--- src/rtl/alu_seq_if.sv ---
// Instruction push channel and register-file / ALU control outputs of the ALU sequencer.
// The master drives instructions in; the slave (the sequencer) drives control outputs.
interface alu_seq_if;
   logic        instr_valid;
   logic        instr_ready;
   logic [15:0] instr_cmd;
   logic [2:0]  instr_rs1;
   logic [2:0]  instr_rs2;
   logic [2:0]  instr_rd;
   logic [2:0]  rf_raddr_a;
   logic [2:0]  rf_raddr_b;
   logic [7:0]  alu_control_command;
   logic [2:0]  rf_waddr;
   logic        rf_we;
   logic        done;
   logic        illegal;
   logic        busy;

   modport master (
      output instr_valid, instr_cmd, instr_rs1, instr_rs2, instr_rd,
      input  instr_ready, rf_raddr_a, rf_raddr_b, alu_control_command,
      input  rf_waddr, rf_we, done, illegal, busy
   );

   modport slave (
      input  instr_valid, instr_cmd, instr_rs1, instr_rs2, instr_rd,
      output instr_ready, rf_raddr_a, rf_raddr_b, alu_control_command,
      output rf_waddr, rf_we, done, illegal, busy
   );
endinterface

--- src/rtl/alu_sequencer.sv ---
// Queues instructions and steps each through READ -> EXEC (MUL_CYCLES for MUL) -> WB; push to WB is 3 edges when idle.
// Backpressure: instr_ready drops when the queue is full or reset is asserted; illegal commands are popped and discarded.
module alu_sequencer #(
   parameter int FIFO_DEPTH = 4,
   parameter int MUL_CYCLES = 3
) (
   input  logic     clk,
   input  logic     reset_n,
   alu_seq_if.slave bus
);

   localparam int AW = (FIFO_DEPTH > 1) ? $clog2(FIFO_DEPTH) : 1;
   localparam int CW = $clog2(FIFO_DEPTH + 1);
   localparam int MW = (MUL_CYCLES > 1) ? $clog2(MUL_CYCLES + 1) : 1;

   typedef struct packed {
      logic [15:0] cmd;
      logic [2:0]  rs1;
      logic [2:0]  rs2;
      logic [2:0]  rd;
   } instr_t;

   typedef enum logic [1:0] {S_IDLE, S_READ, S_EXEC, S_WB} state_t;

   state_t         state, state_nxt;
   instr_t         fifo_mem [FIFO_DEPTH];
   logic [AW-1:0]  wr_ptr, rd_ptr;
   logic [CW-1:0]  count;
   instr_t         head, cur;
   logic [MW-1:0]  exec_cnt;
   logic           illegal_q;
   logic           full, empty, push, pop, head_legal;

   assign full            = (count == CW'(FIFO_DEPTH));
   assign empty           = (count == '0);
   assign bus.instr_ready = reset_n && !full;
   assign push            = bus.instr_valid && bus.instr_ready;
   assign head            = fifo_mem[rd_ptr];
   assign head_legal      = (head.cmd >= 16'h0001) && (head.cmd <= 16'h0010);
   // The only pop point: the edge leaving IDLE or WB.
   assign pop             = ((state == S_IDLE) || (state == S_WB)) && !empty;

   always_ff @(posedge clk) begin
      if (push) begin
         fifo_mem[wr_ptr] <= '{cmd: bus.instr_cmd, rs1: bus.instr_rs1,
                                rs2: bus.instr_rs2, rd: bus.instr_rd};
      end
   end

   always_ff @(posedge clk) begin
      if (!reset_n) begin
         state     <= S_IDLE;
         wr_ptr    <= '0;
         rd_ptr    <= '0;
         count     <= '0;
         cur       <= '0;
         exec_cnt  <= '0;
         illegal_q <= 1'b0;
      end else begin
         state     <= state_nxt;
         illegal_q <= pop && !head_legal;
         if (push) wr_ptr <= wr_ptr + AW'(1);
         if (pop) begin
            rd_ptr <= rd_ptr + AW'(1);
            cur    <= head;
         end
         if (push && !pop)      count <= count + CW'(1);
         else if (pop && !push) count <= count - CW'(1);
         // Loaded while in READ so EXEC sees the remaining extra cycles.
         if (state == S_READ)
            exec_cnt <= (cur.cmd == 16'h0003) ? MW'(MUL_CYCLES - 1) : '0;
         else if ((state == S_EXEC) && (exec_cnt != '0))
            exec_cnt <= exec_cnt - MW'(1);
      end
   end

   always_comb begin
      state_nxt = state;
      case (state)
         S_IDLE, S_WB: begin
            if (pop) state_nxt = head_legal ? S_READ : S_IDLE;
            else     state_nxt = S_IDLE;
         end
         S_READ: state_nxt = S_EXEC;
         S_EXEC: if (exec_cnt == '0) state_nxt = S_WB;
         default: state_nxt = S_IDLE;
      endcase
   end

   always_comb begin
      bus.rf_raddr_a          = '0;
      bus.rf_raddr_b          = '0;
      bus.alu_control_command = '0;
      bus.rf_waddr            = '0;
      bus.rf_we               = 1'b0;
      bus.done                = 1'b0;
      bus.illegal             = illegal_q;
      bus.busy                = (state != S_IDLE) || !empty;
      case (state)
         S_READ: begin
            bus.rf_raddr_a = cur.rs1;
            bus.rf_raddr_b = cur.rs2;
         end
         S_EXEC: begin
            bus.rf_raddr_a          = cur.rs1;
            bus.rf_raddr_b          = cur.rs2;
            bus.alu_control_command = cur.cmd[7:0];
         end
         S_WB: begin
            bus.rf_waddr = cur.rd;
            bus.done     = 1'b1;
            // Counter ops 0x000D-0x000F retire without a register write.
            bus.rf_we    = !((cur.cmd >= 16'h000D) && (cur.cmd <= 16'h000F));
         end
         default: ;
      endcase
   end

endmodule

--- src/flat_wrapper.sv ---
// flat-port wrapper written by rule: the top's interface ports become plain ports
module alu_sequencer_flat 
#(
   parameter int FIFO_DEPTH = 4,
   parameter int MUL_CYCLES = 3
)
  (clk, reset_n, bus_instr_valid, bus_instr_cmd, bus_instr_rs1, bus_instr_rs2, bus_instr_rd, bus_instr_ready, bus_rf_raddr_a, bus_rf_raddr_b, bus_alu_control_command, bus_rf_waddr, bus_rf_we, bus_done, bus_illegal, bus_busy);
  alu_seq_if bus_i ();
  input  logic clk;
  input  logic reset_n;
  input wire logic [$bits(bus_i.instr_valid)-1:0] bus_instr_valid;
  input wire logic [$bits(bus_i.instr_cmd)-1:0] bus_instr_cmd;
  input wire logic [$bits(bus_i.instr_rs1)-1:0] bus_instr_rs1;
  input wire logic [$bits(bus_i.instr_rs2)-1:0] bus_instr_rs2;
  input wire logic [$bits(bus_i.instr_rd)-1:0] bus_instr_rd;
  output wire logic [$bits(bus_i.instr_ready)-1:0] bus_instr_ready;
  output wire logic [$bits(bus_i.rf_raddr_a)-1:0] bus_rf_raddr_a;
  output wire logic [$bits(bus_i.rf_raddr_b)-1:0] bus_rf_raddr_b;
  output wire logic [$bits(bus_i.alu_control_command)-1:0] bus_alu_control_command;
  output wire logic [$bits(bus_i.rf_waddr)-1:0] bus_rf_waddr;
  output wire logic [$bits(bus_i.rf_we)-1:0] bus_rf_we;
  output wire logic [$bits(bus_i.done)-1:0] bus_done;
  output wire logic [$bits(bus_i.illegal)-1:0] bus_illegal;
  output wire logic [$bits(bus_i.busy)-1:0] bus_busy;
  assign bus_i.instr_valid = bus_instr_valid;
  assign bus_i.instr_cmd = bus_instr_cmd;
  assign bus_i.instr_rs1 = bus_instr_rs1;
  assign bus_i.instr_rs2 = bus_instr_rs2;
  assign bus_i.instr_rd = bus_instr_rd;
  assign bus_instr_ready = bus_i.instr_ready;
  assign bus_rf_raddr_a = bus_i.rf_raddr_a;
  assign bus_rf_raddr_b = bus_i.rf_raddr_b;
  assign bus_alu_control_command = bus_i.alu_control_command;
  assign bus_rf_waddr = bus_i.rf_waddr;
  assign bus_rf_we = bus_i.rf_we;
  assign bus_done = bus_i.done;
  assign bus_illegal = bus_i.illegal;
  assign bus_busy = bus_i.busy;
  alu_sequencer #(.FIFO_DEPTH(FIFO_DEPTH), .MUL_CYCLES(MUL_CYCLES)) u_core (.clk(clk), .reset_n(reset_n), .bus(bus_i));
endmodule
--- config.mk ---
export PLATFORM = sky130hd
export DESIGN_NAME = alu_sequencer_flat
export DESIGN_NICKNAME = d
export VERILOG_FILES = /design/src/rtl/alu_seq_if.sv /design/src/rtl/alu_sequencer.sv /design/src/flat_wrapper.sv
export SDC_FILE = /design/constraint.sdc
export NUM_CORES = 1
export LEC_CHECK = 0
export ABC_AREA = 1
export CORE_MARGIN = 2
export CORE_UTILIZATION = 61
export CTS_CLUSTER_DIAMETER = 80
export DETAILED_ROUTE_END_ITERATION = 12
export GPL_TIMING_DRIVEN = 0
export PLACE_DENSITY = 0.91
export SLEW_MARGIN = 10
export SYNTH_ARGS = -nofsm -noshare
export SYNTH_HDL_FRONTEND = slang
export SYNTH_SLANG_ARGS = --single-unit
--- constraint.sdc ---
create_clock -name clk -period 3.6 [get_ports clk]
set_input_delay 0.9 -clock clk [delete_from_list [all_inputs] [get_ports clk]]
set_output_delay 0.9 -clock clk [all_outputs]
set_load 0.02 [all_outputs]
# Word-level counts from Yosys, hierarchy flattened
# Memory sizes are Yosys's and may differ from the RTL's. A register that Yosys moved wholly into a read port is not among the register bits.
# Index checks and enable logic that the tools add are counted.
[op_classes]
n_addsub = 5
magnitude_cmp = 4
eq_ne = 6
mux = 19
reduce_logical = 26
[ops]
columns = ["op", "count"]
rows = [
  ["16-bit by 2-bit == test with 1-bit output (second input constant)", 1],
  ["16-bit by 1-bit >= comparator with 1-bit output (second input constant)", 1],
  ["16-bit by 4-bit >= comparator with 1-bit output (second input constant)", 1],
  ["16-bit by 4-bit less-or-equal comparator with 1-bit output (second input constant)", 1],
  ["16-bit by 5-bit less-or-equal comparator with 1-bit output (second input constant)", 1],
  ["3-bit two-way mux", 5],
  ["2-bit two-way mux", 7],
  ["1-bit logical AND", 9],
  ["8-bit two-way mux", 1],
  ["2-bit nonzero test", 4],
  ["1-bit zero test", 6],
  ["2-bit case mux with 3 select lines", 1],
  ["1-bit two-way mux", 5],
  ["2-bit by 1-bit adder with 2-bit output (second input constant)", 2],
  ["2-bit == test (second input constant)", 2],
  ["2-bit zero test", 2],
  ["2-bit OR reduction", 2],
  ["3-bit by 1-bit adder with 3-bit output (second input constant)", 1],
  ["3-bit == test (second input constant)", 1],
  ["3-bit zero test", 1],
  ["3-bit by 1-bit subtractor with 3-bit output (second input constant)", 1],
  ["2-bit by 1-bit == test with 1-bit output (second input constant)", 1],
  ["1-bit logical OR", 2],
  ["2-bit != test (second input constant)", 1],
  ["2-bit by 1-bit subtractor with 2-bit output (second input constant)", 1],
]
[totals]
ff_bits = 37
ram_bits = 100
input_bits = 28
wordCells = 71
memories = 1
[mem_list]
columns = ["memory", "words", "width", "read_ports", "rd_clocked_by_memory_dff", "write_ports", "line", "rtl"]
rows = [
  ["u_core.fifo_mem", 4, 25, 1, 1, 1, "alu_sequencer.sv:26", "instr_t fifo_mem [FIFO_DEPTH];"],
]

# Longest topological paths before layout
# Gate-level depths: netlist of the first run.
[depth]
depth_word = 8
ltp_mapped = 13

# Least setup slack after synthesis of the first run
# No wires, ideal clock.
[synth_timing]
path_kind = "input-to-reg"
start = "in reset_n"
end = "mem u_core.fifo_mem[0][0] (netlist bit), enable pin"
setup_ps = 407
arrival_time_ps = 2769
t_required_ps = 3193
slack_ps = 424
cell_stages = 4
n_path_buf = 0
path_cell_list = "inv_1 > a31oi_1 > nand2_1 > nor2_1"
[synth_via]
elab_chain_len = 4
[synth_lines]
columns = ["element", "line", "rtl"]
rows = [
  ["start, declared", "flat_wrapper.sv:10", "input logic reset_n;"],
  ["1-bit logical AND", "alu_sequencer.sv:36", "assign bus.instr_ready = reset_n && !full;"],
  ["named net bus_instr_ready", "flat_wrapper.sv:16", "output wire logic [$bits(bus_i.instr_ready)-1:0] bus_instr_ready;"],
  ["1-bit logical AND", "alu_sequencer.sv:37", "assign push = bus.instr_valid && bus.instr_ready;"],
  ["1-bit two-way mux", "alu_sequencer.sv:44", "if (push) begin"],
  ["1-bit two-way mux (implied by the code)", "alu_sequencer.sv:45", "fifo_mem[wr_ptr] <= '{cmd: bus.instr_cmd, rs1: bus.instr_rs1,"],
  ["end, declared", "alu_sequencer.sv:26", ""],
]
# The timed path passes the listed nets, and every way through them passes these cells.

# Worst setup path in the final report of the first run
[layout_timing]
start = "reg u_core.state[1]"
end = "out bus_rf_raddr_a[0]"
[layout_via]
elab_chain_len = 3
word_cells_on_any_way = 4
classes_between = "eq/ne (2); mux (1); reduce/logical (1)"
[layout_lines]
columns = ["element", "line", "rtl"]
rows = [
  ["start, declared", "alu_sequencer.sv:25", "state_t state, state_nxt;"],
  ["start signal, assigned", "alu_sequencer.sv:60", "state <= state_nxt;"],
  ["2-bit == test or 2-bit by 1-bit == test with 1-bit output (tied branches)", "alu_sequencer.sv:99", "case (state)"],
  ["2-bit OR reduction (no line) (*)", "n/a", ""],
  ["3-bit two-way mux (*)", "alu_sequencer.sv:99", ""],
  ["end, declared", "flat_wrapper.sv:17", "output wire logic [$bits(bus_i.rf_raddr_a)-1:0] bus_rf_raddr_a;"],
]
# Every way passes the cells marked *; elsewhere a longest branch is shown, timed or not.

==> implementation parameters, run 1 <==
Parameter                              Value

Pwr
  Part of the total power dissipated in combinational logic ... around 29%
  Clock network power share ... 31.2%
  Leakage power of the design ... approximately 2.6 nW
  Sw Pwr ... ~1.9 mW
  Worst vdd ir ... approximately 0.00044 V
  Internal power component ... around 3.4 mW
  Sequential share of power ... between 30 and 40%
  Proportion of total power due to net switching ... approximately 36%
  PnR Total Power ... between 5 and 6 mW
  Ratio of total power to cell area ... 787.2 nW/µm²

Routing
  Number of DRC markers after the initial detailed-route iteration ... between 500 and 600
  Routed Wire Length ... about 14 mm
  Via-to-Cell Ratio ... 6.179
  Number of detailed-route iterations in the first pass ... 5
  Average wire per cell in the routed design ... 19.73 µm
  Number of nets with antenna violations after routing ... 0
  Total DRC errors in the routed layout ... 0
  DR vias ... between 4000 and 5000

GRT
  Number of global-route vias before repair ... 4554
  GRT Overall Usage ... 29.91%
  Grt peak-use layer ... met2
  Global Route met1 Usage ... about a third
  Final global-route overflow total ... 0
  Met3 usage ... around 7.5%
  Global-route wire length before repair ... roughly 22 mm
  Number of antenna violations at the first check in global routing ... 0
  Largest net degree at the start of global routing ... 26
  M2 GR Usage ... ~50%

Placed design
  Global placement routability congestion ... roughly 0.9
  Port bufs ... between 40 and 50
  Post-placement worst setup slack ... 0.03636 ns
  Number of cells in the design after placement ... approximately 680
  Cell Area, Placed ... around 6300 µm²
  Post-DP HPWL ... 7.928 mm

STA
  Slew Viols, Final ... 0
  Fin crit period ... 3.361 ns
  Top achievable clock speed ... approximately 300 MHz
  RSZ-0062 raised after global routing ... no
  Final hold violation count ... 0
  Worst Clk Skew ... 0.009028 ns
  Final setup fails ... 0
  Share of the clock period used by the worst path after layout ... ~93%
  Worst-Margin Slew ... 0.9272 ns
  Slew Limit Headroom ... 38.04%
  Final worst setup slack ... roughly 0.24 ns

CTS
  CTS sink count ... 139
  Clock root buffer ... sky130_fd_sc_hd__clkbuf_8
  Worst-skew pair later-pin latency ... 0.54 ns
  Count of cells resized by post-cts repair ... 0
  Maximum clock insertion buffer count ... 2
  H-tree depth reported by CTS ... 4
  CTS buffer count ... 17
  CTS Hold Bufs ... 0
  Clock transition at path regs ... around 0.06 ns
  CTS tree ... done
  # Post-CTS Setup Buffers ... 0

Worst setup path
  CP Class ... flip-flop to output pin
  Element type at the critical path end ... output pin
  Data required time of the worst path ... approximately 2.7 ns
  Sort of element at the start of the critical path ... flip-flop
  Startpoint of the worst-slack reg-to-reg timing path ... u_core.state[1]
  Start point of the critical path ... u_core.state[1]
  Data arrival time of the critical path ... ~2.5 ns
  Top fanout value on the critical path ... 8

Die
  Core area ... about 8800 µm²
  Die extent in y ... around 100 µm
  Ports ... 50
  Initial cell density of the core ... a little under two thirds
  Area enclosed by the die boundary ... around 10000 µm²
  Row cnt ... 34
  Width of the die ... about 100 µm

Cells and area
  Final core utilization ... ~77%
  Final Instance Area ... around 6800 µm²
  Nets ... approximately 630
  Area Overhead vs Synth ... 21.85%
  Ant. Diodes ... 0
  Share of post-route cells with drive strength above 1 ... a little over 9%
  Post-layout instance count excluding filler cells ... just over 700

Min path
  Min-Delay Path Class ... flip-flop to flip-flop
  Hold path startpoint ... u_core.rd_ptr[0]

Synth
  Mapped Cells ... roughly 530
  Synth cell count leaders ... sky130_fd_sc_hd__nand2_1, sky130_fd_sc_hd__edfxtp_1, sky130_fd_sc_hd__nor2_1
  EDFF count, synth ... 100
  Post-synth net total ... 565
  Syn. warnings ... 0
  Top-area cell type share of the netlist area ... around 54%
  Synth area leader ... sky130_fd_sc_hd__edfxtp_1
  Part of the Yosys area used for sequential elements ... between 60 and 70%
  Synth Area per Inst ... 10.64 µm²
  Number of synthesized register bits ... approximately 140
  Cell area after synthesis ... 5599 µm²
  Post-synthesis cell type count ... 26
  Most numerous cell in the Yosys netlist ... sky130_fd_sc_hd__nand2_1
  Cell types with the largest area share after synthesis ... sky130_fd_sc_hd__edfxtp_1, sky130_fd_sc_hd__dfxtp_1, sky130_fd_sc_hd__nand2_1
  Primary flip-flop cell chosen by synthesis mapping ... sky130_fd_sc_hd__edfxtp_1
  Ys async rst share ... 0%

Run
  Number of violations of the max-capacitance limit ... 0

Status
  Status ... complete, no violations
[per-layer routing]
layer	vias to the layer above	routed length, µm
met2	356	6973
li1	1926	-
met1	2074	5071
met3	62	1419
met5	-	0
met4	0	644
[path summary, 6_finish.rpt]
| check | end | slack (ns) | cells after the start |
|---|---|---|---|
| worst min register to register | u_core.rd_ptr[0] | 0.50 | 1 |
| worst max-delay path | bus_rf_raddr_a[0] | 0.24 | 6 |
| worst min-delay path | u_core.rd_ptr[0] | 0.50 | 1 |
| worst max register to register | u_core.count[2] | 0.81 | 13 |
[cell type report]
class	instances	area, µm²
Sequential cell	139	3784
Fill cell	455	1983
Multi-Input combinational cell	316	1518
Timing Repair Buffer	49	493.0
Clock buffer	19	421.7
Inverter	44	167.7
Buffer	27	160.2
Clock inverter	13	143.9
Tap cell	108	135.1
[logic make-up after synthesis]
logic type               after synthesis  share of synthesized area [%]
adder cells (fa/ha/maj)               11                          2.592
AO/OA/AOI/OAI                         96                          8.961
AND/OR/NAND/NOR                      209                          15.02
flip-flops                           139                          67.58
buffers and inverters                 71                          5.854
[metrics by stage]
step / hold slack, ns / setup TNS [ns]
3_5_place_dp: 0.4619 / 0
2_1_floorplan: 0.4362 / 0
6_report: 0.5010 / 0
5_1_grt: 0.5207 / 0
4_1_cts: 0.4999 / 0
3_3_place_gp: 0.4455 / -86.48
[registers in the layout (all words and copies together) (netlist names), named ones only]
signal              flops
u_core.exec_cnt         2
u_core.wr_ptr           2
u_core.bus.illegal      1
u_core.fifo_mem       100
u_core.count            3
u_core.rd_ptr           2
u_core.cur             25
u_core.state            2
[cells in the final DEF (no fill, tap or decap), drive strengths merged, types with 18 or more instances in the layout]
cell and count:
nand2 113, edfxtp 100, nor2 56, o21ai 53, clkdlybuf4s50 48, inv 46, dfxtp 39, nand3 33
a21oi 29, clkbuf 28, buf 18
[critical path, cell delays in order (launching register included)]
cell	delay, ns
sky130_fd_sc_hd__dfxtp_1	0.41
sky130_fd_sc_hd__inv_1	0.09
sky130_fd_sc_hd__ha_1	0.28
sky130_fd_sc_hd__clkbuf_1	0.33
sky130_fd_sc_hd__nand2_1	0.13
sky130_fd_sc_hd__inv_1	0.08
sky130_fd_sc_hd__clkdlybuf4s50_1	0.61
[power by group through the flow]
| stage | sequential, mW | combinational, mW | clock [mW] |
|---|---|---|---|
| after global routing | 2.13 | 1.71 | 1.73 |
| after floorplan | 2.09 | 1.00 | 0 |
| after CTS | 2.10 | 1.53 | 1.67 |
| after global placement | 2.11 | 1.36 | 0 |
| final | 2.12 | 1.58 | 1.68 |
| after detailed placement | 2.13 | 1.44 | 0 |
Power figures use the tool's default switching activity.
==> run 2, diff against run 1 <==
--- a/config.mk
+++ b/config.mk
@@ -11,7 +11,7 @@
 export CTS_CLUSTER_DIAMETER = 80
 export DETAILED_ROUTE_END_ITERATION = 12
 export GPL_TIMING_DRIVEN = 0
-export PLACE_DENSITY = 0.91
+export PLACE_DENSITY = 0.87
 export SLEW_MARGIN = 10
 export SYNTH_ARGS = -nofsm -noshare
 export SYNTH_HDL_FRONTEND = slang
==> run 2 against run 1 <==
Effect of this change:
- sequential share of layout area down 0.27 points
- fmax is 2.9% lower
- largest power group unchanged
- first-iteration DRC count decreased by 16%
- final cell count rose by 0.42%
- power is 1.7% lower
- combinational power about the same
- largest cell class unchanged
- count of clock-buffer cells in the layout down 1
- utilization up 0.38 points
- sequential power hardly changed
==> implementation parameters, run 2 (synthesis gave the netlist of run 1 again) <==
Parameter                              Value

Status
  Status ... complete, no violations (unchanged)

Cells and area
  Final Instance Area ... 6857 µm² (was 6823 µm²)
  Area Overhead vs Synth ... 22.46% (was 21.85%)
  Flip-flop count of the largest register after layout ... 100 (unchanged)
  Most frequent standard cell in the layout excluding fill and tap cells ... sky130_fd_sc_hd__nand2_1 (unchanged)
  Regs by FF count ... u_core.fifo_mem (100), u_core.cur (25), u_core.count (3) (unchanged)
  Most used cells in the layout excluding fill and tap cells ... sky130_fd_sc_hd__nand2_1, sky130_fd_sc_hd__edfxtp_1, sky130_fd_sc_hd__nor2_1, sky130_fd_sc_hd__o21ai_0, sky130_fd_sc_hd__clkdlybuf4s50_1 (unchanged)
  Area occupied by multi-input gates ... 1518 µm² (unchanged)
  Share of post-route cells with drive strength above 1 ... 9.672% (was 9.061%)
  Reg with most FFs ... u_core.fifo_mem (unchanged)
  Ant. Diodes ... 0 (unchanged)
  Final core utilization ... 77.86% (was 77.48%)
  Number of filler instances in the final layout ... 502 (was 455)
  Nets ... 636 (was 633)
  Reg area ... 3784 µm² (unchanged)

Placed design
  Port bufs ... 49 (unchanged)
  Global placement routability congestion ... 0.8449 (was 0.8751)
  Cell Area, Placed ... 6315 µm² (was 6255 µm²)
  Post-DP HPWL ... 7.795 mm (was 7.928 mm)

STA
  Final hold violation count ... 0 (unchanged)
  Worst Clk Skew ... 0.008305 ns (was 0.009028 ns)
  RSZ-0062 raised after global routing ... no (unchanged)
  Slew Limit Headroom ... 43.64% (was 38.04%)
  Final setup fails ... 0 (unchanged)
  Share of the clock period used by the worst path after layout ... 96.10% (was 93.35%)
  Final Hold Slack ... 0.4981 ns (was 0.5010 ns)
  Top achievable clock speed ... 289.0 MHz (was 297.6 MHz)
  Slew Viols, Final ... 0 (unchanged)
  Worst-Margin Slew ... 0.8434 ns (was 0.9272 ns)
  Fin crit period ... 3.460 ns (was 3.361 ns)

Die
  Initial cell density of the core ... 63.58% (unchanged)
  Die extent in y ... 99.81 µm (unchanged)
  Row cnt ... 34 (unchanged)
  Area enclosed by the die boundary ... 9961 µm² (unchanged)
  Ports ... 50 (unchanged)
  Core area ... 8806 µm² (unchanged)
  Width of the die ... 99.81 µm (unchanged)

Routing
  Routed Wire Length ... 13.41 mm (was 14.11 mm)
  Number of DRC markers after the initial detailed-route iteration ... 467 (was 553)
  DR vias ... 4273 (was 4418)
  Via-to-Cell Ratio ... 5.951 (was 6.179)
  Average wire per cell in the routed design ... 18.67 µm (was 19.73 µm)
  Total DRC errors in the routed layout ... 0 (unchanged)
  Number of nets with antenna violations after routing ... 0 (unchanged)
  Number of detailed-route iterations in the first pass ... 8 (was 5)

CTS
  Count of cells resized by post-cts repair ... 0 (unchanged)
  CTS sink count ... 139 (unchanged)
  Clock root buffer ... sky130_fd_sc_hd__clkbuf_8 (unchanged)
  Maximum clock insertion buffer count ... 2 (unchanged)
  Clock transition at path regs ... 0.06 ns (about the same)
  CTS tree ... done (unchanged)
  CTS Hold Bufs ... 0 (unchanged)
  # Post-CTS Setup Buffers ... 0 (unchanged)
  CTS buffer count ... 17 (unchanged)
  H-tree depth reported by CTS ... 4 (unchanged)
  Worst-skew pair later-pin latency ... 0.53 ns (was 0.54 ns)

Pwr
  Proportion of total power due to net switching ... 36.06% (was 35.92%)
  Leakage power of the design ... 2.648 nW (was 2.643 nW)
  Sequential share of power ... 40.0% (was 39.4%)
  Part of the total power dissipated in combinational logic ... 29.9% (was 29.4%)
  Clock network power share ... 30.1% (was 31.2%)
  Worst vdd ir ... 0.0004452 V (was 0.0004384 V)
  Ratio of total power to cell area ... 769.7 nW/µm² (was 787.2 nW/µm²)
  Sw Pwr ... 1.903 mW (was 1.929 mW)
  Internal power component ... 3.374 mW (was 3.442 mW)
  PnR Total Power ... 5.277 mW (was 5.371 mW)

Worst setup path
  Data required time of the worst path ... 2.70 ns (about the same)
  Element type at the critical path end ... output pin (unchanged)
  Data arrival time of the critical path ... 2.56 ns (was 2.46 ns)
  CP Class ... input port to output pin (was flip-flop to output pin)
  Top fanout value on the critical path ... 8 (unchanged)
  Sort of element at the start of the critical path ... input port (was flip-flop)

GRT
  Number of antenna violations at the first check in global routing ... 0 (unchanged)
  Largest net degree at the start of global routing ... 26 (unchanged)
  Number of global-route vias before repair ... 4212 (was 4554)
  GRT Overall Usage ... 28.55% (was 29.91%)
  Final global-route overflow total ... 0 (unchanged)
  Global-route wire length before repair ... 21.27 mm (was 22.34 mm)

Run
  Number of violations of the max-capacitance limit ... 0 (unchanged)

Min path
  Min-Delay Path Class ... flip-flop to flip-flop (unchanged)
-- run 2: changes by cell type in the layout (fill, tap and decap cells not counted) --
cell and delta:
sky130_fd_sc_hd__buf_12 +3, sky130_fd_sc_hd__bufinv_16 -1, sky130_fd_sc_hd__clkbuf_1 -1, sky130_fd_sc_hd__clkdlybuf4s50_1 +1
sky130_fd_sc_hd__clkinv_2 +1, sky130_fd_sc_hd__clkinvlp_2 +1, sky130_fd_sc_hd__dlymetal6s2s_1 -1
-- run 2: final cells by class --
class	instances	area share, %
buffer	27	2.336
clock buffer	18	6.095
clock inverter	14	1.807
inverter	44	2.445
multi-input combinational	316	22.14
sequential	139	55.18
tap	108	1.971
timing repair buffer	52	8.029
-- run 2: per-layer routing --
layer,track usage (%),share of wire (%),vias up
met5,0,0,-
met4,14.75,2.9,0
met3,7.242,9.6,50
met2,45.58,49,277
met1,36.52,38,2019
li1,-,-,1927
-- run 2: path summary, 6_finish.rpt --
kind	from	end	slack, ns	cells after the start
worst max-delay path	reset_n	bus_instr_ready	0.14	4
worst min register to register	u_core.exec_cnt[0]	u_core.exec_cnt[0]	0.50	2
worst max register to register	u_core.state[1]	u_core.count[2]	0.81	13
worst min-delay path	u_core.exec_cnt[0]	u_core.exec_cnt[0]	0.50	2
-- run 2: critical path: stages --
cell	delay, ns
sky130_fd_sc_hd__clkdlybuf4s50_1	0.65
sky130_fd_sc_hd__inv_1	0.16
sky130_fd_sc_hd__a31oi_1	0.21
sky130_fd_sc_hd__clkdlybuf4s50_1	0.64
-- run 2: power groups by stage --
stage | combinational [mW] | clock (mW) | sequential [mW]
finish | 1.58 | 1.59 | 2.11
global route | 1.72 | 1.66 | 2.13
CTS | 1.53 | 1.59 | 2.10
detailed placement | 1.46 | 0 | 2.12
global placement | 1.36 | 0 | 2.11
floorplan | 1.00 | 0 | 2.09
-- run 2: per-stage QoR --
step | cells | TNS, ns | worst slack [ns]
2_1_floorplan | 526 | 0 | 0.4241
3_3_place_gp | 683 | -88.09 | -0.9601
3_5_place_dp | 686 | 0 | 0.04955
4_1_cts | 718 | 0 | 0.1543
5_1_grt | 718 | 0 | 0.04457
6_report | 718 | 0 | 0.1402
==> run 3, diff against run 2 <==
==> constraint.sdc (replaced) <==
create_clock -name clk -period 3.6 [get_ports clk]
set_input_delay 0.9 -clock clk [delete_from_list [all_inputs] [get_ports clk]]
set_output_delay 0.9 -clock clk [all_outputs]
set_load 0.01 [all_outputs]
==> results of run 3 <==
Same layout as run 2 (identical final DEF). Status: complete, no violations.
Among the figures that moved: setup slack after layout 0.1402 ns -> 0.2081 ns; total power 5.277 mW -> 5.265 mW; worst IR drop on VDD 0.0004452 V -> 0.0004447 V
